File: src/rtl/lfsr_pkg.sv
`default_nettype none
// +----------------------------------------------------------------------+
// | lfsr_pkg                                                             |
// | FSM state codes, default maximal tap masks and the LFSR step helper. |
// | Rev 1.0                                                              |
// +----------------------------------------------------------------------+
package lfsr_pkg;

  localparam logic [1:0] c_ST_IDLE = 2'd0;
  localparam logic [1:0] c_ST_WARM = 2'd1;
  localparam logic [1:0] c_ST_GEN  = 2'd2;

  // Trinomial x^n + x^k + 1 maps to taps on bits 0 and k; 0 means no entry.
  function automatic logic [31:0] default_taps(input int unsigned width);
    case (width)
      2, 3, 4, 6, 7, 15: default_taps = 32'h0000_0003;
      5, 11:             default_taps = 32'h0000_0005;
      9:                 default_taps = 32'h0000_0011;
      10, 17, 31:        default_taps = 32'h0000_0009;
      default:           default_taps = 32'h0000_0000;
    endcase
  endfunction

  function automatic logic [31:0] lfsr_next(input logic [31:0] st,
                                            input logic [31:0] taps,
                                            input int unsigned width);
    logic fb;
    fb = ^(st & taps);
    lfsr_next = (st >> 1) | (32'(fb) << (width - 1));
  endfunction

endpackage
`default_nettype wire

File: src/rtl/lfsr_frame_gen_if.sv
`default_nettype none
// +----------------------------------------------------------------------+
// | lfsr_frame_gen_if                                                    |
// | Control, seed and serial valid/ready signals of the frame generator. |
// | Rev 1.0                                                              |
// +----------------------------------------------------------------------+
interface lfsr_frame_gen_if #(
  parameter int WIDTH = 4
) ();
  logic             seed_load;
  logic [WIDTH-1:0] seed;
  logic             start;
  logic             abort;
  logic             out_ready;
  logic             out_bit;
  logic             out_valid;
  logic             busy;
  logic             done;
  logic             lockup;

  modport master (
    output seed_load, seed, start, abort, out_ready,
    input  out_bit, out_valid, busy, done, lockup
  );

  modport slave (
    input  seed_load, seed, start, abort, out_ready,
    output out_bit, out_valid, busy, done, lockup
  );
endinterface
`default_nettype wire

File: src/rtl/lfsr_core.sv
`default_nettype none
// +----------------------------------------------------------------------+
// | lfsr_core                                                            |
// | Fibonacci LFSR state register with load (priority), step and hold.   |
// | Rev 1.0                                                              |
// +----------------------------------------------------------------------+
module lfsr_core
  import lfsr_pkg::*;
#(
  parameter int               WIDTH        = 4,
  parameter logic [WIDTH-1:0] TAPS         = 4'b0011,
  parameter logic [WIDTH-1:0] DEFAULT_SEED = 4'b0001
) (
  input  logic             CLK,
  input  logic             RST,
  input  logic             load,
  input  logic [WIDTH-1:0] load_val,
  input  logic             step,
  output logic [WIDTH-1:0] state
);

  logic [WIDTH-1:0] r_state;
  logic [WIDTH-1:0] w_next;

  assign w_next = WIDTH'(lfsr_next(32'(r_state), 32'(TAPS), WIDTH));

  always_ff @(posedge CLK or posedge RST) begin
    if (RST) begin
      r_state <= DEFAULT_SEED;
    end else if (load) begin
      r_state <= load_val;
    end else if (step) begin
      r_state <= w_next;
    end
  end

  assign state = r_state;

endmodule
`default_nettype wire

File: src/rtl/lfsr_frame_gen.sv
`default_nettype none
// +----------------------------------------------------------------------+
// | lfsr_frame_gen                                                       |
// | Seedable LFSR with warm-up run, emitting fixed-length serial frames  |
// | over valid/ready, with abort and all-zero seed protection.           |
// | Rev 1.0                                                              |
// +----------------------------------------------------------------------+
module lfsr_frame_gen
  import lfsr_pkg::*;
#(
  parameter int               WIDTH        = 4,
  parameter logic [WIDTH-1:0] TAPS         = 4'b0011,
  parameter logic [WIDTH-1:0] DEFAULT_SEED = 4'b0001,
  parameter int               WARMUP       = 8,
  parameter int               FRAME_LEN    = 4
) (
  input  logic              CLK,
  input  logic              RST,
  lfsr_frame_gen_if.slave   bus
);

  localparam int c_MAX = (WARMUP > FRAME_LEN) ? WARMUP : FRAME_LEN;
  localparam int c_CW  = (c_MAX < 1) ? 1 : $clog2(c_MAX + 1);
  localparam logic [c_CW-1:0] c_WARM_LAST  = c_CW'((WARMUP == 0) ? 0 : WARMUP - 1);
  localparam logic [c_CW-1:0] c_FRAME_LAST = c_CW'(FRAME_LEN - 1);

  logic [1:0]       r_fsm;
  logic [c_CW-1:0]  r_cnt;
  logic             r_done;
  logic             r_lockup;
  logic [WIDTH-1:0] w_state;
  logic             w_idle;
  logic             w_load;
  logic             w_seed_zero;
  logic [WIDTH-1:0] w_load_val;
  logic             w_accept;
  logic             w_step;

  assign w_idle      = (r_fsm == c_ST_IDLE);
  assign w_seed_zero = (bus.seed == '0);
  assign w_load      = w_idle && bus.seed_load;
  assign w_load_val  = w_seed_zero ? DEFAULT_SEED : bus.seed;
  // abort wins over a same-cycle accept: no step, no count
  assign w_accept    = (r_fsm == c_ST_GEN) && bus.out_ready && !bus.abort;
  assign w_step      = ((r_fsm == c_ST_WARM) && !bus.abort) || w_accept;

  lfsr_core #(
    .WIDTH        (WIDTH),
    .TAPS         (TAPS),
    .DEFAULT_SEED (DEFAULT_SEED)
  ) u_core (
    .CLK      (CLK),
    .RST      (RST),
    .load     (w_load),
    .load_val (w_load_val),
    .step     (w_step),
    .state    (w_state)
  );

  always_ff @(posedge CLK or posedge RST) begin
    if (RST) begin
      r_fsm    <= c_ST_IDLE;
      r_cnt    <= '0;
      r_done   <= 1'b0;
      r_lockup <= 1'b0;
    end else begin
      r_done   <= 1'b0;
      r_lockup <= 1'b0;
      case (r_fsm)
        c_ST_IDLE: begin
          if (bus.seed_load && w_seed_zero) begin
            r_lockup <= 1'b1;
          end
          if (bus.start) begin
            r_fsm <= (WARMUP == 0) ? c_ST_GEN : c_ST_WARM;
            r_cnt <= '0;
          end
        end
        c_ST_WARM: begin
          if (bus.abort) begin
            r_fsm <= c_ST_IDLE;
          end else if (r_cnt == c_WARM_LAST) begin
            r_fsm <= c_ST_GEN;
            r_cnt <= '0;
          end else begin
            r_cnt <= r_cnt + 1'b1;
          end
        end
        c_ST_GEN: begin
          if (bus.abort) begin
            r_fsm <= c_ST_IDLE;
          end else if (bus.out_ready) begin
            if (r_cnt == c_FRAME_LAST) begin
              r_fsm  <= c_ST_IDLE;
              r_cnt  <= '0;
              r_done <= 1'b1;
            end else begin
              r_cnt <= r_cnt + 1'b1;
            end
          end
        end
        default: r_fsm <= c_ST_IDLE;
      endcase
    end
  end

  assign bus.out_bit   = w_state[0];
  assign bus.out_valid = (r_fsm == c_ST_GEN);
  assign bus.busy      = !w_idle;
  assign bus.done      = r_done;
  assign bus.lockup    = r_lockup;

endmodule
`default_nettype wire
File: src/flat_wrapper.sv
// flat-port wrapper written by rule: the top's interface ports become plain ports
module lfsr_frame_gen_flat import lfsr_pkg::*;
#(
  parameter int               WIDTH        = 4,
  parameter logic [WIDTH-1:0] TAPS         = 4'b0011,
  parameter logic [WIDTH-1:0] DEFAULT_SEED = 4'b0001,
  parameter int               WARMUP       = 8,
  parameter int               FRAME_LEN    = 4
)
  (CLK, RST, bus_seed_load, bus_seed, bus_start, bus_abort, bus_out_ready, bus_out_bit, bus_out_valid, bus_busy, bus_done, bus_lockup);
  lfsr_frame_gen_if #(.WIDTH(WIDTH)) bus_i ();
  input  logic CLK;
  input  logic RST;
  input wire logic [$bits(bus_i.seed_load)-1:0] bus_seed_load;
  input wire logic [$bits(bus_i.seed)-1:0] bus_seed;
  input wire logic [$bits(bus_i.start)-1:0] bus_start;
  input wire logic [$bits(bus_i.abort)-1:0] bus_abort;
  input wire logic [$bits(bus_i.out_ready)-1:0] bus_out_ready;
  output wire logic [$bits(bus_i.out_bit)-1:0] bus_out_bit;
  output wire logic [$bits(bus_i.out_valid)-1:0] bus_out_valid;
  output wire logic [$bits(bus_i.busy)-1:0] bus_busy;
  output wire logic [$bits(bus_i.done)-1:0] bus_done;
  output wire logic [$bits(bus_i.lockup)-1:0] bus_lockup;
  assign bus_i.seed_load = bus_seed_load;
  assign bus_i.seed = bus_seed;
  assign bus_i.start = bus_start;
  assign bus_i.abort = bus_abort;
  assign bus_i.out_ready = bus_out_ready;
  assign bus_out_bit = bus_i.out_bit;
  assign bus_out_valid = bus_i.out_valid;
  assign bus_busy = bus_i.busy;
  assign bus_done = bus_i.done;
  assign bus_lockup = bus_i.lockup;
  lfsr_frame_gen #(.WIDTH(WIDTH), .TAPS(TAPS), .DEFAULT_SEED(DEFAULT_SEED), .WARMUP(WARMUP), .FRAME_LEN(FRAME_LEN)) u_core (.CLK(CLK), .RST(RST), .bus(bus_i));
endmodule
File: config.mk
export PLATFORM = sky130hd
export DESIGN_NAME = lfsr_frame_gen_flat
export DESIGN_NICKNAME = d
export VERILOG_FILES = /design/src/rtl/lfsr_pkg.sv /design/src/rtl/lfsr_frame_gen_if.sv /design/src/rtl/lfsr_core.sv /design/src/rtl/lfsr_frame_gen.sv /design/src/flat_wrapper.sv
export SDC_FILE = /design/constraint.sdc
export NUM_CORES = 1
export LEC_CHECK = 0
export ABC_AREA = 1
export CAP_MARGIN = 30
export CORE_MARGIN = 2
export CORE_UTILIZATION = 50
export CTS_BUF_LIST = sky130_fd_sc_hd__clkbuf_16
export CTS_CLUSTER_SIZE = 14
export DETAILED_ROUTE_END_ITERATION = 10
export GPL_TIMING_DRIVEN = 0
export PLACE_DENSITY = 0.77
export SYNTH_ARGS = -nofsm -noshare
export SYNTH_HDL_FRONTEND = slang
export SYNTH_SLANG_ARGS = --single-unit
File: constraint.sdc
create_clock -name CLK -period 1.6 [get_ports CLK]
set_input_delay 0.16 -clock CLK [delete_from_list [all_inputs] [get_ports CLK]]
set_output_delay 0.16 -clock CLK [all_outputs]
set_load 0.005 [all_outputs]
Word-level counts from Yosys, hierarchy flattened
Index checks and enable logic that the tools add are counted.
{"block": "totals", "output_inout_bits": 5, "in_bits": 10, "word_cells": 56, "register_bits": 12}
{"block": "op_classes", "eq_ne": 11, "bitwise_logic": 1, "n_mux": 23, "reduce_logical": 15, "add_sub_neg": 1}
{"op": "4-bit 2-to-1 mux", "count": 9}
{"op": "32-bit XOR reduction", "count": 1}
{"op": "2-bit 2-to-1 mux", "count": 6}
{"op": "4-bit one-hot mux with 3 select lines", "count": 1}
{"op": "2-bit inequality test, second input constant", "count": 4}
{"op": "1-bit 2-to-1 mux", "count": 6}
{"op": "3-bit inequality test, second input constant", "count": 2}
{"op": "2-bit one-hot mux with 3 select lines", "count": 1}
{"op": "1-bit logical AND", "count": 5}
{"op": "5-bit AND reduction", "count": 1}
{"op": "4-bit by 1-bit adder with 4-bit output, second input constant", "count": 1}
{"op": "4-bit by 2-bit == test with 1-bit output, second input constant", "count": 1}
{"op": "4-bit by 3-bit == test with 1-bit output, second input constant", "count": 1}
{"op": "4-bit zero test", "count": 1}
{"op": "3-bit by 4-bit bitwise OR with 4-bit output", "count": 1}
{"op": "4-bit AND reduction", "count": 1}
{"op": "3-bit by 2-bit inequality test with 1-bit output, second input constant", "count": 1}
{"op": "3-bit nonzero test", "count": 1}
{"op": "2-bit by 1-bit == test with 1-bit output, second input constant", "count": 1}
{"op": "2-bit == test, second input constant", "count": 1}
{"op": "1-bit zero test", "count": 2}
{"op": "2-bit zero test", "count": 1}
{"op": "2-bit nonzero test", "count": 1}
{"op": "1-bit logical OR", "count": 1}

Depth between registers and ports, before layout
{"block": "depth", "ltp_word": 6, "ltp_mapped": 9, "mapped_depth_nobuf": 9}

Modules after synthesis
Synthesis repeated with hierarchy kept, for this count alone.
{"block": "unflattened", "hier_cells": 116, "hier_area_um2": 822.0}
{"mod": "lfsr_frame_gen", "n_inst": 1, "seq_area_each_um2": 200.2, "cells_per_inst": 87, "area_each_um2": 614.3}
{"mod": "lfsr_core", "n_inst": 1, "seq_area_each_um2": 101.3, "cells_per_inst": 29, "area_each_um2": 207.7}

Worst setup path after synthesis
No wires, ideal clock.
{"block": "synth_path", "kind": "register to register", "from": "reg u_core.r_fsm[0]", "to": "reg u_core.r_cnt[2]", "t_required_ns": 1.487, "setup_time_ns": 0.113, "arrival_time_ns": 1.200, "slack_ns": 0.287, "period_less_slack_ns": 1.313, "path_stages_with_launch": 9, "path_buffers": 0, "cell_sequence": "dfrtp_1 > inv_1 > ha_1 > nor2_2 > nor2_2 > nor2_2 > nand2_1 > nand2_1 > inv_1"}
{"block": "synth_between", "elab_chain_len": 3, "elab_cells_between_ends": 10, "classes_between": "eq/ne (6); mux (1); reduce/logical (3)"}
{"item": "from (decl)", "line": "lfsr_frame_gen.sv:27", "text": "logic [1:0] r_fsm;"}
{"item": "from (signal assigned)", "line": "lfsr_frame_gen.sv:62", "text": "r_fsm <= c_ST_IDLE;"}
{"item": "from (signal assigned)", "line": "lfsr_frame_gen.sv:75", "text": "r_fsm <= (WARMUP == 0) ? c_ST_GEN : c_ST_WARM;"}
{"item": "from (signal assigned)", "line": "lfsr_frame_gen.sv:81", "text": "r_fsm <= c_ST_IDLE;"}
{"item": "2-bit == test (*)"}
{"item": "net bus_out_valid", "line": "flat_wrapper.sv:20", "text": "output wire logic [$bits(bus_i.out_valid)-1:0] bus_out_valid;"}
{"item": "2-bit inequality test (no line) / 3-bit nonzero test (equally long branches)"}
{"item": "5-bit AND reduction (no line)"}
{"item": "to (signal assigned)", "line": "lfsr_frame_gen.sv:86", "text": "r_cnt <= r_cnt + 1'b1;"}
{"item": "to (signal assigned)", "line": "lfsr_frame_gen.sv:98", "text": "r_cnt <= r_cnt + 1'b1;"}
{"item": "to (decl)", "line": "lfsr_frame_gen.sv:28", "text": "logic [c_CW-1:0] r_cnt;"}
The timed path passes the listed nets; every way through them passes the cells marked *.
A chain may end at the register's enable or synchronous reset.

Final worst setup path
{"block": "layout_path", "from": "reg u_core.r_fsm[0]", "to": "out bus_busy"}
{"block": "layout_between", "elab_chain_len": 2}
{"item": "2-bit zero test", "line": "lfsr_frame_gen.sv:39", "text": "assign w_idle = (r_fsm == c_ST_IDLE);"}
{"item": "1-bit zero test", "line": "lfsr_frame_gen.sv:109", "text": "assign bus.busy = !w_idle;"}
{"item": "to (decl)", "line": "flat_wrapper.sv:21", "text": "output wire logic [$bits(bus_i.busy)-1:0] bus_busy;"}
No other way between the ends.

==> impl_results.md <==
* DRC at 0
* CTS sink count at 12
* Via density per instance at 5.185
* Max VDD drop at 1210 uV
* Met1 GRT Util at 26.67%
* Synth top area share at 33.23%
* Std-Cell Rows at 14
* Status: complete, no violations
* RSZ-0062 raised after global routing: false
* Fin. Hold Viols at 0
* Clock tree buffer depth at 2
* Switching power at 0.0008655 W
* Layout cell share with drive strength beyond 1 at 17.78%
* Worst setup SP type: flip-flop
* Post-layout min period at 1.552 ns
* EDFF count, synth at 0
* CTS H-tree depth at 1
* Root buffer cell: clkbuf_16
* Internal power at 0.001250 W
* CTS tree: done
* Clk_lat worst skew at 0.24 ns
* Worst Path Arrival at 1.39 ns
* P_leak at 0.5859 nW
* WS Path Type: flip-flop to output pin
* ANT nets after route at 0
* Gate Count Post-Synth at 114
* Post-Syn Area per Cell at 7.266 um2
* Gate power share at 54.7%
* Die height at 44.70 um
* Net Sw Frac at 40.92%
* Slowest cell delay on critical path at 0.48 ns
* Synthesized area at 828.3 um2
* Fillers at 122
* Prevailing post-synth register cell: dfrtp_1
* Global-route wire length before repair at 2.994 mm
* Worst-path clk slew at 0.04 ns
* #FFs+latches synth at 12
* Most Used Layer, Global Route: met2
* Final wirelength at 1.849 mm
* Clk_skew at 0.001731 ns
* Grt met2 use at 34.20%
* HP Class: input port to async pin
* Port bufs at 14
* Top delay family on crit path: buffers and inverters
* Tot GR Track Use at 21.27%
* Initial antenna violation count at 0
* Seq pwr share at 23.3%
* DR WL/cell at 12.25 um
* Synth area leaders: dfrtp_1 33%, nand2_1 14%, ha_1 9.1%, inv_1 9.1%, nand3_1 6.6%
* HPWL after DPL at 1.311 mm
* Most frequent cell after synthesis: nand2_1
* Slew @ Worst Pin at 0.4792 ns
* Number of antenna diodes at 0
* Fraction of registers with async set/reset at 100.0%
* Clock share of power at 22.0%
* Total die area at 1998 um2
* Max-cap viol count at 0
* Vias in the first global route at 688
* Most frequent cells after synthesis: 31 x nand2_1, 20 x inv_1, 11 x dfrtp_1, 11 x nand3_1, 10 x nor2_1
* Layout area overhead at 34.44%
* Largest net degree at the start of global routing at 13
* Gpl congestion at 0.8491
* Yosys Warn Count at 0
* Worst path slowest cell: clkdlybuf4s50_1
* Initial Util at 54.35%
* Die X at 44.70 um
* Yosys cell types at 19
* Yosys top cell by area: dfrtp_1
* # setup viols final at 0
* Cell chain of the critical path: inv_2, ha_4, inv_1, clkdlybuf4s50_1
* Met3 Usage GRT at 4.800%
* TritonCTS buffer count at 3
* F_max at 0.6442 GHz
* PwrDens at 1899 nW/um2
* Crit. End Element: output pin
* GRT overflow at 0
* Setup tns final at 0 ns
* First-pass iteration count of the detailed router at 4
* Vias at 783
* Core box area at 1524 um2
* CP max FO at 4
* Final Max Slew Viols at 0
* CP required at 1.44 ns
* Syn nets at 130
* Top Ports at 15
* Sequential area share after synthesis at 36.40%
* Initial DRC count at 9
* Worst Hold Margin at 0.2349 ns
* Tcrit/Tclk final at 97.02%
* Number of buffers and inverters on the critical path at 3
* Worst relative slew slack at 68.02%
* Final #Nets at 152
==> per-stage QoR <==
| step | setup WS [ns] | total power (W) | area (um2) | std cells | utilization [%] |
|---|---|---|---|---|---|
| 6_report | 0.04775 | 0.002115 | 1114 | 151 | 73.07 |
| 5_1_grt | 0.007112 | 0.002266 | 1114 | 151 | 73.07 |
| 4_1_cts | 0.03079 | 0.002079 | 1106 | 150 | 72.58 |
| 3_5_place_dp | 0.06614 | 0.001504 | 988.4 | 144 | 64.86 |
| 3_3_place_gp | 0.09008 | 0.001468 | 988.4 | 144 | 64.86 |
| 2_1_floorplan | 0.2868 | 0.001232 | 828.3 | 114 | - |
==> power by group through the flow <==
stage | Clock (W) | Sequential (W) | Combinational (W)
6_report | 0.000465 | 0.000493 | 0.00116
5_1_grt | 0.000492 | 0.000498 | 0.00128
4_1_cts | 0.000474 | 0.000488 | 0.00112
3_5_place_dp | 0 | 0.000504 | 0.00100
3_3_place_gp | 0 | 0.000496 | 0.000972
2_1_floorplan | 0 | 0.000486 | 0.000747
==> layout by cell type (no fill, tap or decap), types with 3 or more instances in the layout <==
master / n
dfrtp_1: 11
inv_2: 3
nor2_2: 6
inv_1: 18
nand2_1: 31
o21ai_0: 3
ha_1: 4
clkbuf_16: 3
buf_4: 3
nor2_1: 10
clkdlybuf4s50_1: 13
o21ai_1: 3
nand3_1: 11
==> metal layers <==
metal  part of all wire [%]  routed length, um  vias up
met2                     48                885       26
met1                     46                844      351
li1                       -                  -      400
met5                      0                  0        -
met4                    1.9                 35        0
met3                    4.5                 84        6
==> cell families after synthesis <==
kind of cell | after synthesis | synth area share, %
buf+inv | 21 | 9.516
flops | 12 | 36.40
simple gates | 65 | 37.77
compound gates | 10 | 7.250
fa+ha+maj | 6 | 9.063
==> layout make-up <==
cell class | instances | area (um2) | area share (%)
clock buffers | 3 | 75.07 | 6.742
clock inverters | 1 | 3.754 | 0.3371
inverters | 21 | 78.83 | 7.079
multi-input cells | 81 | 473.0 | 42.47
flip-flops and latches | 12 | 301.5 | 27.08
well taps | 16 | 20.02 | 1.798
repair buffers | 17 | 161.4 | 14.49
==> flip-flops by register name (all words and copies together), names as in the netlist <==
| signal | count |
|---|---|
| u_core.u_core.state | 4 |
| u_core.bus.lockup | 1 |
| u_core.bus.done | 1 |
| u_core.r_cnt | 4 |
| u_core.r_fsm | 2 |
==> final timing paths <==
check / end / cells after the start / slack (ns) / start
max in group asynchronous: u_core.u_core.state[0]$_DFFE_PP1P_ / 2 / 1.02 / RST
worst min register to register: u_core.u_core.state[0]$_DFFE_PP1P_ / 2 / 0.51 / u_core.u_core.state[0]$_DFFE_PP1P_
worst max register to register: u_core.r_cnt[2]$_DFFE_PP0P_ / 8 / 0.10 / u_core.r_fsm[0]$_DFFE_PP0P_
min in group CLK: u_core.u_core.state[0]$_DFFE_PP1P_ / 2 / 0.51 / u_core.u_core.state[0]$_DFFE_PP1P_
worst min-delay path: u_core.r_cnt[3]$_DFFE_PP0P_ / 2 / 0.23 / RST
worst max-delay path: bus_busy / 4 / 0.05 / u_core.r_fsm[0]$_DFFE_PP0P_
==> repair_timing <==
| item | CTS | global route |
|---|---|---|
| gates resized for setup | 6 | 1 |
| setup buffers | 2 | 1 |
| hold buffers | 0 | 0 |
| pin swaps | 1 | 0 |
| setup endpoints to repair | 2 | 1 |
No activity file was read; power rests on OpenSTA's default activity.
==> RTL edit, RTL diff (same settings) <==
`WARMUP` is set to 8 in 2 places; all go to 16.
--- a/src/rtl/lfsr_frame_gen.sv
+++ b/src/rtl/lfsr_frame_gen.sv
@@ -13,3 +13,3 @@
   parameter logic [WIDTH-1:0] DEFAULT_SEED = 4'b0001,
-  parameter int               WARMUP       = 8,
+  parameter int               WARMUP       = 16,
   parameter int               FRAME_LEN    = 4
--- a/src/flat_wrapper.sv
+++ b/src/flat_wrapper.sv
@@ -6,3 +6,3 @@
   parameter logic [WIDTH-1:0] DEFAULT_SEED = 4'b0001,
-  parameter int               WARMUP       = 8,
+  parameter int               WARMUP       = 16,
   parameter int               FRAME_LEN    = 4
Function: changed (Yosys sat finds a counterexample within 10 cycles, from zero or initial values and one cycle with RST high).
==> RTL edit against the unedited design <==
Design area increased by 7.3%. Worst setup slack worse by 15 ps. Power fell by 1.1%. Synthesized area up 5.7%. Sequential cell count up 1. Wire length up 13%. Register-to-register slack worse by 70 ps. Critical path type is now flop to flop. Largest power group unchanged.
==> RTL edit: results (changes against the unedited design) <==
* Largest net degree at the start of global routing at 14 (+1)
* Vias per Instance at 5.35 (+3.2%)
* Number of fillers in the final layout at 129 (+5.7%)
* Adder-Cell Fraction of Synth Area at 11.4% (+2.4 points)
* Sum of routed wire length over all layers at 2080 um (+13%)
* Routed length per placed instance at 13.1 um (+7.0%)
* Drt initial violations at 21 (+12)
* WP data arrival at 1700 ps (+310 ps)
* Vias in the first global route at 773 (+12%)
* Remaining max-slew budget at the tightest pin at 66.4% (-1.6 points)
* Initial antenna violation count at 0 (unchanged)
* Top cells by instance count after synthesis: 37 x sky130_fd_sc_hd__nand2_1, 18 x sky130_fd_sc_hd__inv_1, 14 x sky130_fd_sc_hd__nand3_1
* Reported leakage power at 0.639 nW (+9.1%)
* Status: completed
* Library cells used by synthesis at 20 (+1)
* Synthesized netlist net count at 138 (+6.2%)
* Clock-pin transition on the worst setup and hold timing paths at 50 ps
* DP Wirelength at 1360 um (+3.8%)
* Worst setup slack after placement at 25.8 ps (-40.3 ps)
* Sequential area share after synthesis at 37.3% (+0.88 points)
* Xor-xnor portion of the synthesized cell area at 1.00% (+1.0 points)
* RePlAce Congestion at 0.872 (+2.7%)
* Global-route wire length before repair at 3130 um (+4.4%)
* Placement Cell Area at 1040 sq um (+4.9%)
* Worst-path cell with the longest stage delay: sky130_fd_sc_hd__dfrtp_1
* Synthesized-area fraction occupied by ao, oa, aoi and oai cells at 7.14% (-0.11 points)
* Top post-synthesis cells by area: sky130_fd_sc_hd__dfrtp_1 34%, sky130_fd_sc_hd__nand2_1 16%, sky130_fd_sc_hd__ha_1 11%
* Fraction of layout instances using a drive strength above 1 at 18.3% (+0.53 points)
* Crit-path max cell delay at 410 ps (-70 ps)
* Worst clock skew on the final layout at 0.912 ps (-0.820 ps)
* Number of instances in the synthesized netlist at 120 (+5.3%)
* Total global routing track utilization at 20.9% (-0.35 points)
* Post-Place Cells at 151 (+4.9%)
* Final net count at 161 (+5.9%)
* Cell family with most CP delay: simple AND/OR/NAND/NOR gates
* Max VDD drop at 1.04 mV (-14%)
* Largest fanout of any net on the critical path at 3 (-1)
[RTL edit: layout make-up]
| type | count | share of cell area [%] |
|---|---|---|
| Multi-Input combinational cell | 85 | 42.7 |
| Sequential cell | 13 | 27.3 |
| Timing Repair Buffer | 18 | 14.7 |
| Inverter | 22 | 6.91 |
| Clock buffer | 3 | 6.28 |
| Tap cell | 17 | 1.78 |
| Clock inverter | 1 | 0.314 |
[RTL edit: path summary, 6_finish.rpt]
kind / startpoint / endpoint / slack [ps] / depth (start not counted)
min in group CLK: u_core.u_core.state[0] / u_core.u_core.state[0] / 490 / 2
min: RST / u_core.u_core.state[2] / 240 / 2
min reg2reg: u_core.u_core.state[0] / u_core.u_core.state[0] / 490 / 2
max in group asynchronous: RST / u_core.u_core.state[0] / 1000 / 2
max: u_core.r_cnt[0] / u_core.r_cnt[3] / 30 / 11
max reg2reg: u_core.r_cnt[0] / u_core.r_cnt[3] / 30 / 11
[RTL edit: routing by layer]
metal  vias to the layer above  part of all wire, %  track usage (%)
met5                         -                    0                0
met4                         0                  1.3             10.3
met3                         5                  4.6             4.37
met2                        28                   49             34.7
met1                       394                   45             25.3
li1                        424                    -                -
[RTL edit: cells by family after synthesis]
group                    Yosys count
XOR/XNOR                           1
AND/OR/NAND/NOR                   65
flip-flops                        13
adder cells (fa/ha/maj)            8
AO/OA/AOI/OAI                     11
buffers and inverters             22
[RTL edit: metrics by stage]
stage	setup TNS (ps)	util, %
after floorplan	0	-
after global routing	-61.4	70.7
final	0	70.7
after CTS	0	67.9
after detailed placement	0	61.4
after global placement	0	61.4
[RTL edit: timing repair]
item                                    CTS  global route
hold buffers                              0             0
buffers inserted                          2             2
resized for setup                         4            10
endpoints found under the setup margin    2            12
pin swaps                                 0             1
[RTL edit: power by group]
group	internal, mW	switching, mW	total, mW
sequential	0.432	0.0644	0.496
combinational	0.452	0.668	1.12
clock	0.330	0.145	0.475
